`config.mk`:
```
export PLATFORM = sky130hd
export DESIGN_NAME = cabac_value_refill
export DESIGN_NICKNAME = d
export VERILOG_FILES = /design/src/rtl/cabac_pkg.sv /design/src/rtl/cabac_byte_fifo.sv /design/src/rtl/cabac_value_refill.sv
export SDC_FILE = /design/constraint.sdc
export NUM_CORES = 1
export LEC_CHECK = 0
export CAP_MARGIN = 15
export CORE_UTILIZATION = 45
export DETAILED_ROUTE_END_ITERATION = 12
export PLACE_DENSITY = 0.67
export SYNTH_ARGS = -nofsm -noshare
export SYNTH_HDL_FRONTEND = slang
export SYNTH_SLANG_ARGS = --single-unit
```
`constraint.sdc`:
```
create_clock -name clk -period 5.1 [get_ports clk]
set_input_delay 1.02 -clock clk [delete_from_list [all_inputs] [get_ports clk]]
set_output_delay 1.02 -clock clk [all_outputs]
set_load 0.1 [all_outputs]
```
`src/rtl/cabac_pkg.sv`:
```
// Shared definitions for the CABAC offset-register refill block:
// command encodings, controller states and the bits-needed reset value.
package cabac_pkg;

    localparam logic [1:0] OP_INIT  = 2'd0;
    localparam logic [1:0] OP_SHIFT = 2'd1;
    localparam logic [1:0] OP_SUB   = 2'd2;
    localparam logic [1:0] OP_FLUSH = 2'd3;

    typedef enum logic [1:0] {
        ST_UNINIT    = 2'd0,
        ST_INIT_FILL = 2'd1,
        ST_IDLE      = 2'd2,
        ST_WAIT_BYTE = 2'd3
    } state_e;

    localparam logic signed [3:0] BITS_NEEDED_INIT = -4'sd8;

endpackage

```
`src/rtl/cabac_byte_fifo.sv`:
```
// Small byte FIFO for bitstream refill; extra pointer bit separates full
// from empty, and a pop only ever sees bytes that were stored earlier.
module cabac_byte_fifo #(
    parameter int FIFO_DEPTH = 4
) (
    input  logic       clk,
    input  logic       rst,
    input  logic       clr,
    input  logic [7:0] push_data,
    input  logic       push,
    input  logic       pop,
    output logic [7:0] pop_data,
    output logic       full,
    output logic       empty
);

    localparam int PTR_W = $clog2(FIFO_DEPTH);

    logic [PTR_W:0] wr_ptr;
    logic [PTR_W:0] rd_ptr;
    logic [7:0]     mem [FIFO_DEPTH];
    logic           do_push;
    logic           do_pop;

    assign empty    = (wr_ptr == rd_ptr);
    assign full     = (wr_ptr[PTR_W] != rd_ptr[PTR_W]) &&
                      (wr_ptr[PTR_W-1:0] == rd_ptr[PTR_W-1:0]);
    assign do_push  = push && !full;
    assign do_pop   = pop && !empty;
    assign pop_data = mem[rd_ptr[PTR_W-1:0]];

    always_ff @(posedge clk) begin
        if (rst || clr) begin
            wr_ptr <= '0;
            rd_ptr <= '0;
        end else begin
            if (do_push) wr_ptr <= wr_ptr + 1'b1;
            if (do_pop)  rd_ptr <= rd_ptr + 1'b1;
        end
    end

    // Storage carries data only, so it is left out of reset.
    always_ff @(posedge clk) begin
        if (do_push) mem[wr_ptr[PTR_W-1:0]] <= push_data;
    end

endmodule

```
`src/rtl/cabac_value_refill.sv`:
```
// Arithmetic-decoder offset register with byte refill: executes INIT, SHIFT,
// SUB and FLUSH commands and stalls the command handshake while starved.
module cabac_value_refill
    import cabac_pkg::*;
#(
    parameter int VALUE_W    = 16,
    parameter int FIFO_DEPTH = 4
) (
    input  logic                clk,
    input  logic                rst,
    input  logic [7:0]          in_byte,
    input  logic                in_valid,
    output logic                in_ready,
    input  logic                cmd_valid,
    output logic                cmd_ready,
    input  logic [1:0]          cmd_op,
    input  logic [3:0]          cmd_shift,
    input  logic [VALUE_W-1:0]  cmd_operand,
    output logic [VALUE_W-1:0]  value,
    output logic signed [3:0]   bits_needed,
    output logic                initialized,
    output logic                err
);

    localparam int INIT_BYTES = VALUE_W / 8;

    state_e              state, state_nxt;
    logic [VALUE_W-1:0]  value_q, value_nxt;
    logic signed [3:0]   bn_q, bn_nxt;
    logic                init_q, init_nxt;
    logic                err_q, err_nxt;
    logic [2:0]          fill_cnt, fill_cnt_nxt;
    logic [VALUE_W-1:0]  s_lat, s_lat_nxt;
    logic [2:0]          b_lat, b_lat_nxt;

    logic                fifo_full, fifo_empty, fifo_pop, fifo_clr;
    logic [7:0]          fifo_data;
    logic                accept;
    logic                shift_ok;
    logic [VALUE_W-1:0]  shifted;
    logic signed [4:0]   b_sum;

    // Merge a refill byte into the shifted offset at bit position b.
    function automatic logic [VALUE_W-1:0] add_byte(
        input logic [VALUE_W-1:0] s,
        input logic [7:0]         byt,
        input logic [2:0]         b
    );
        return s + ({{(VALUE_W-8){1'b0}}, byt} << b);
    endfunction

    cabac_byte_fifo #(.FIFO_DEPTH(FIFO_DEPTH)) u_fifo (
        .clk       (clk),
        .rst       (rst),
        .clr       (fifo_clr),
        .push_data (in_byte),
        .push      (in_valid),
        .pop       (fifo_pop),
        .pop_data  (fifo_data),
        .full      (fifo_full),
        .empty     (fifo_empty)
    );

    assign in_ready    = !fifo_full;
    assign cmd_ready   = (state == ST_UNINIT) || (state == ST_IDLE);
    assign accept      = cmd_valid && cmd_ready;
    assign value       = value_q;
    assign bits_needed = bn_q;
    assign initialized = init_q;
    assign err         = err_q;

    assign shift_ok = (cmd_shift != 4'd0) && (cmd_shift <= 4'd8);
    assign shifted  = value_q << cmd_shift;
    assign b_sum    = $signed({bn_q[3], bn_q}) + $signed({1'b0, cmd_shift});

    always_comb begin
        state_nxt    = state;
        value_nxt    = value_q;
        bn_nxt       = bn_q;
        init_nxt     = init_q;
        err_nxt      = err_q;
        fill_cnt_nxt = fill_cnt;
        s_lat_nxt    = s_lat;
        b_lat_nxt    = b_lat;
        fifo_pop     = 1'b0;
        fifo_clr     = 1'b0;

        unique case (state)
            ST_UNINIT: begin
                if (accept) begin
                    if (cmd_op == OP_INIT) begin
                        value_nxt    = '0;
                        fill_cnt_nxt = '0;
                        state_nxt    = ST_INIT_FILL;
                    end else if (cmd_op == OP_SHIFT || cmd_op == OP_SUB) begin
                        err_nxt = 1'b1;
                    end
                end
            end

            ST_INIT_FILL: begin
                if (!fifo_empty) begin
                    fifo_pop  = 1'b1;
                    value_nxt = {value_q[VALUE_W-9:0], fifo_data};
                    if (fill_cnt == 3'(INIT_BYTES - 1)) begin
                        bn_nxt       = BITS_NEEDED_INIT;
                        init_nxt     = 1'b1;
                        fill_cnt_nxt = '0;
                        state_nxt    = ST_IDLE;
                    end else begin
                        fill_cnt_nxt = fill_cnt + 3'd1;
                    end
                end
            end

            ST_IDLE: begin
                if (accept) begin
                    unique case (cmd_op)
                        OP_SUB: begin
                            value_nxt = value_q - cmd_operand;
                            if (cmd_operand > value_q) err_nxt = 1'b1;
                        end
                        OP_SHIFT: begin
                            if (!shift_ok) begin
                                err_nxt = 1'b1;
                            end else if (b_sum[4]) begin
                                value_nxt = shifted;
                                bn_nxt    = b_sum[3:0];
                            end else if (!fifo_empty) begin
                                fifo_pop  = 1'b1;
                                value_nxt = add_byte(shifted, fifo_data, b_sum[2:0]);
                                bn_nxt    = {1'b1, b_sum[2:0]};
                            end else begin
                                s_lat_nxt = shifted;
                                b_lat_nxt = b_sum[2:0];
                                state_nxt = ST_WAIT_BYTE;
                            end
                        end
                        OP_INIT: begin
                            value_nxt    = '0;
                            init_nxt     = 1'b0;
                            fill_cnt_nxt = '0;
                            state_nxt    = ST_INIT_FILL;
                        end
                        default: begin
                            fifo_clr  = 1'b1;
                            init_nxt  = 1'b0;
                            bn_nxt    = BITS_NEEDED_INIT;
                            state_nxt = ST_UNINIT;
                        end
                    endcase
                end
            end

            ST_WAIT_BYTE: begin
                // value keeps its pre-command contents until the byte lands.
                if (!fifo_empty) begin
                    fifo_pop  = 1'b1;
                    value_nxt = add_byte(s_lat, fifo_data, b_lat);
                    bn_nxt    = {1'b1, b_lat};
                    state_nxt = ST_IDLE;
                end
            end

            default: state_nxt = ST_UNINIT;
        endcase
    end

    always_ff @(posedge clk) begin
        if (rst) begin
            state    <= ST_UNINIT;
            value_q  <= '0;
            bn_q     <= BITS_NEEDED_INIT;
            init_q   <= 1'b0;
            err_q    <= 1'b0;
            fill_cnt <= '0;
        end else begin
            state    <= state_nxt;
            value_q  <= value_nxt;
            bn_q     <= bn_nxt;
            init_q   <= init_nxt;
            err_q    <= err_nxt;
            fill_cnt <= fill_cnt_nxt;
        end
    end

    // Latched partial shift result for a starved SHIFT; data only.
    always_ff @(posedge clk) begin
        s_lat <= s_lat_nxt;
        b_lat <= b_lat_nxt;
    end

endmodule

```
==> impl_metrics.yaml <==
sta:
  finalSetupTns_ns: 0
  maxSlewViolCount: 0
  worst_pin_slew_ns: 1.15
  setup_violations: 0
  rsz0062_at_grt: "no"
  clock_skew_ns: 0.0120
  hold_viol: 0
  max_freq_mhz: 206
  hold_slack_ns: 0.483
  setup_slack_ns: 0.248
  fin_crit_sh: 0.951
  slew_headroom: 0.234
  fin_crit_ns: 4.85
logic_synthesis:
  synthesis.nets: 946
  synth_most_common_cell: "nor2_1"
  ys_warn_count: 0
  synth_top_cell_by_area: "edfxtp_1"
  synth_area_um2: 7570
  synth_area_per_cell_um2: 8.91
  ys_ff_latch: 86
  synth_top_area_frac: 0.202
  ys_top_cells_by_count: "nor2_1 (82), nand2_1 (73), ha_1 (59)"
  synthFlopType: "edfxtp_1"
  async_flop_share: 0
  synth.distinct_cells: 74
  synth_edf_count: 51
  syn_inst: 850
  yosysSeqAreaShare: 0.295
  synthTopCellsByArea: "edfxtp_1 (20%), ha_1 (9.8%), dfxtp_1 (9.3%), mux4_2 (5.1%), nor2_1 (4.1%)"
power_and_ir_drop:
  comb_power_share: 0.662
  clockPowerShare: 0.137
  p_sw_frac: 0.508
  seq_power_share: 0.202
  power.internal_w: 0.00242
  switchingPower_w: 0.00250
  leakage_nw: 3.65
  p_per_area_nw_per_um2: 548
  vdd_drop_max_v: 0.000219
grt:
  grt_pass1_vias: 6739
  grt_remaining_overflow: 0
  grt_pass1_wl_mm: 36.6
  antenna_found_initial: 0
  grt_max_degree: 25
  grt_usage: 0.274
clocking:
  cts_htree_levels: 3
  post_cts_buffers: 0
  postCtsResizedCells: 0
  clk_path_buf_depth: 2
  insertion_delay_ns: 0.36
  postCtsHoldBufs: 0
  cts.clk_slew.worst_paths_ns: 0.07
  cts_buffers: 9
  cts.sinks: 86
  cts_tree: "yes"
  root_buffer: "clkbuf_16"
route:
  drt_first_iter_violations: 702
  vias: 7150
  drt_wl_total_mm: 23.3
  drt_drc_violations_left: 0
  via_per_inst: 6.15
  drt_pass1_iterations: 5
  wl_per_cell_um: 20.1
  antenna_left: 0
place:
  pre_cts_ws_ns: -0.0400
  io_buffer_count: 57
  gp_congestion: 0.961
  place_hpwl_mm: 18.3
floorplanning:
  die_y_um: 132
  ios: 58
  start_util: 0.458
  fp-row-count: 47
  die_area_um2: 17300
  fp.dieW_um: 132
  coreArea_um2: 16500
setup_path:
  required_ns: 5.33
  worstPathMaxFanout: 10
  arrival_ns: 5.08
  crit_type: "primary input to flop"
  end_kind: "flop"
  cpPeakStageDelay_ns: 0.50
  cpMaxStageDelayCell: "or4b_1"
  path_cells: "clkdlybuf4s50_1 > ha_1 > buf_4 > mux2_2 > mux2i_1 > o22ai_1 > ha_1 > a21o_1 > a21oi_1 > inv_1 > or4b_1 > nand4_1 > a21boi_1 > or4_1 > a21oi_1 > o211ai_1"
  cp-start-kind: "primary input"
job:
  max-cap-violations: 0
finish:
  synthToLayoutAreaGrowth_pct: 18.6
  utilization: 0.543
  num-fill-cells: 1540
  antenna_cells: 0
  drive_above_1_share: 0.118
  fin_nets: 1033
outcome:
  status: "finished, final reports clean"
min_path:
  hp-class: "flop to flop"
## critical path, delay by kind of cell
kind	cells	cell delay, ns
AND/OR/NAND/NOR	3	1.09
AO/OA/AOI/OAI	6	0.92
buffers and inverters	3	0.76
adder cells (fa/ha/maj)	2	0.72
multiplexers	2	0.58
## layout make-up
class	count	area (um2)	share of cell area
multi-input cells	686	5040	0.561
flip-flops and latches	86	2230	0.249
repair buffers	111	976	0.109
well taps	220	275	0.0307
clock buffers	9	225	0.0251
inverters	43	161	0.0180
clock inverters	7	67.6	0.00753
## layout by cell type, fill, tap and decap left out, drive strengths merged, types with 4 or more instances in the layout
cell and count:
a211oi 25, a21o 16, a21oi 55, a221oi 8, a22oi 7, a31oi 10
and2 11, and3 10, and4 4, buf 54, clkbuf 9, clkdlybuf4s50 57
clkinv 5, dfxtp 35, edfxtp 51, ha 59, inv 44, mux2 15
mux2i 28, mux4 17, nand2 73, nand2b 10, nand3 13, nand3b 4
nand4 4, nor2 82, nor2b 10, nor3 25, o2111ai 5, o211ai 13
o21a 7, o21ai 44, o21bai 5, o221ai 4, o22ai 11, o31ai 6
or3 7, xnor2 29, xor2 15
## metrics by stage
stage          total power, W  instances  instance area, um2
2_1_floorplan         0.00319        850                7570
3_3_place_gp          0.00417       1146                8680
3_5_place_dp          0.00418       1146                8680
4_1_cts               0.00485       1162                8980
5_1_grt               0.00519       1162                8980
6_report              0.00492       1162                8980
## registers in the layout, summed over array words and instances (netlist names), named ones only
signal,count
u_fifo.mem,32
s_lat,16
value,16
bits_needed,4
b_lat,3
fill_cnt,3
u_fifo.rd_ptr,3
u_fifo.wr_ptr,3
state,2
err,1
initialized,1
## power by group through the flow
stage	Combinational [W]	Clock [W]	Sequential (W)
after floorplan	0.00183	0	0.00136
after global placement	0.00317	0	0.00100
after detailed placement	0.00318	0	0.00100
after CTS	0.00319	0.000675	0.000985
after global routing	0.00349	0.000699	0.000999
final	0.00325	0.000673	0.000991
## path summary, 6_finish.rpt
path | from | to | slack (ns) | depth (start not counted)
setup / recovery | cmd_shift[0] | value[14] | 0.25 | 16
hold / removal | fill_cnt[1] | fill_cnt[1] | 0.48 | 2
setup reg to reg | flop | value[14] | 0.72 | 14
hold reg to reg | fill_cnt[1] | fill_cnt[1] | 0.48 | 2
## layer usage
layer  up-vias  wire length [um]  global-route usage
met5         -                 0                   0
met4         0               855               0.125
met3        59              1950              0.0525
met2       316             10300               0.427
met1      3367             10300               0.368
li1       3408                 -                   -
## cell families after synthesis
kind of cell	synth area share
adder cells (fa/ha/maj)	0.107
multiplexers	0.110
flip-flops	0.295
XOR/XNOR	0.0509
buffers and inverters	0.0403
AND/OR/NAND/NOR	0.169
AO/OA/AOI/OAI	0.228
Power figures use the tool's default switching activity.
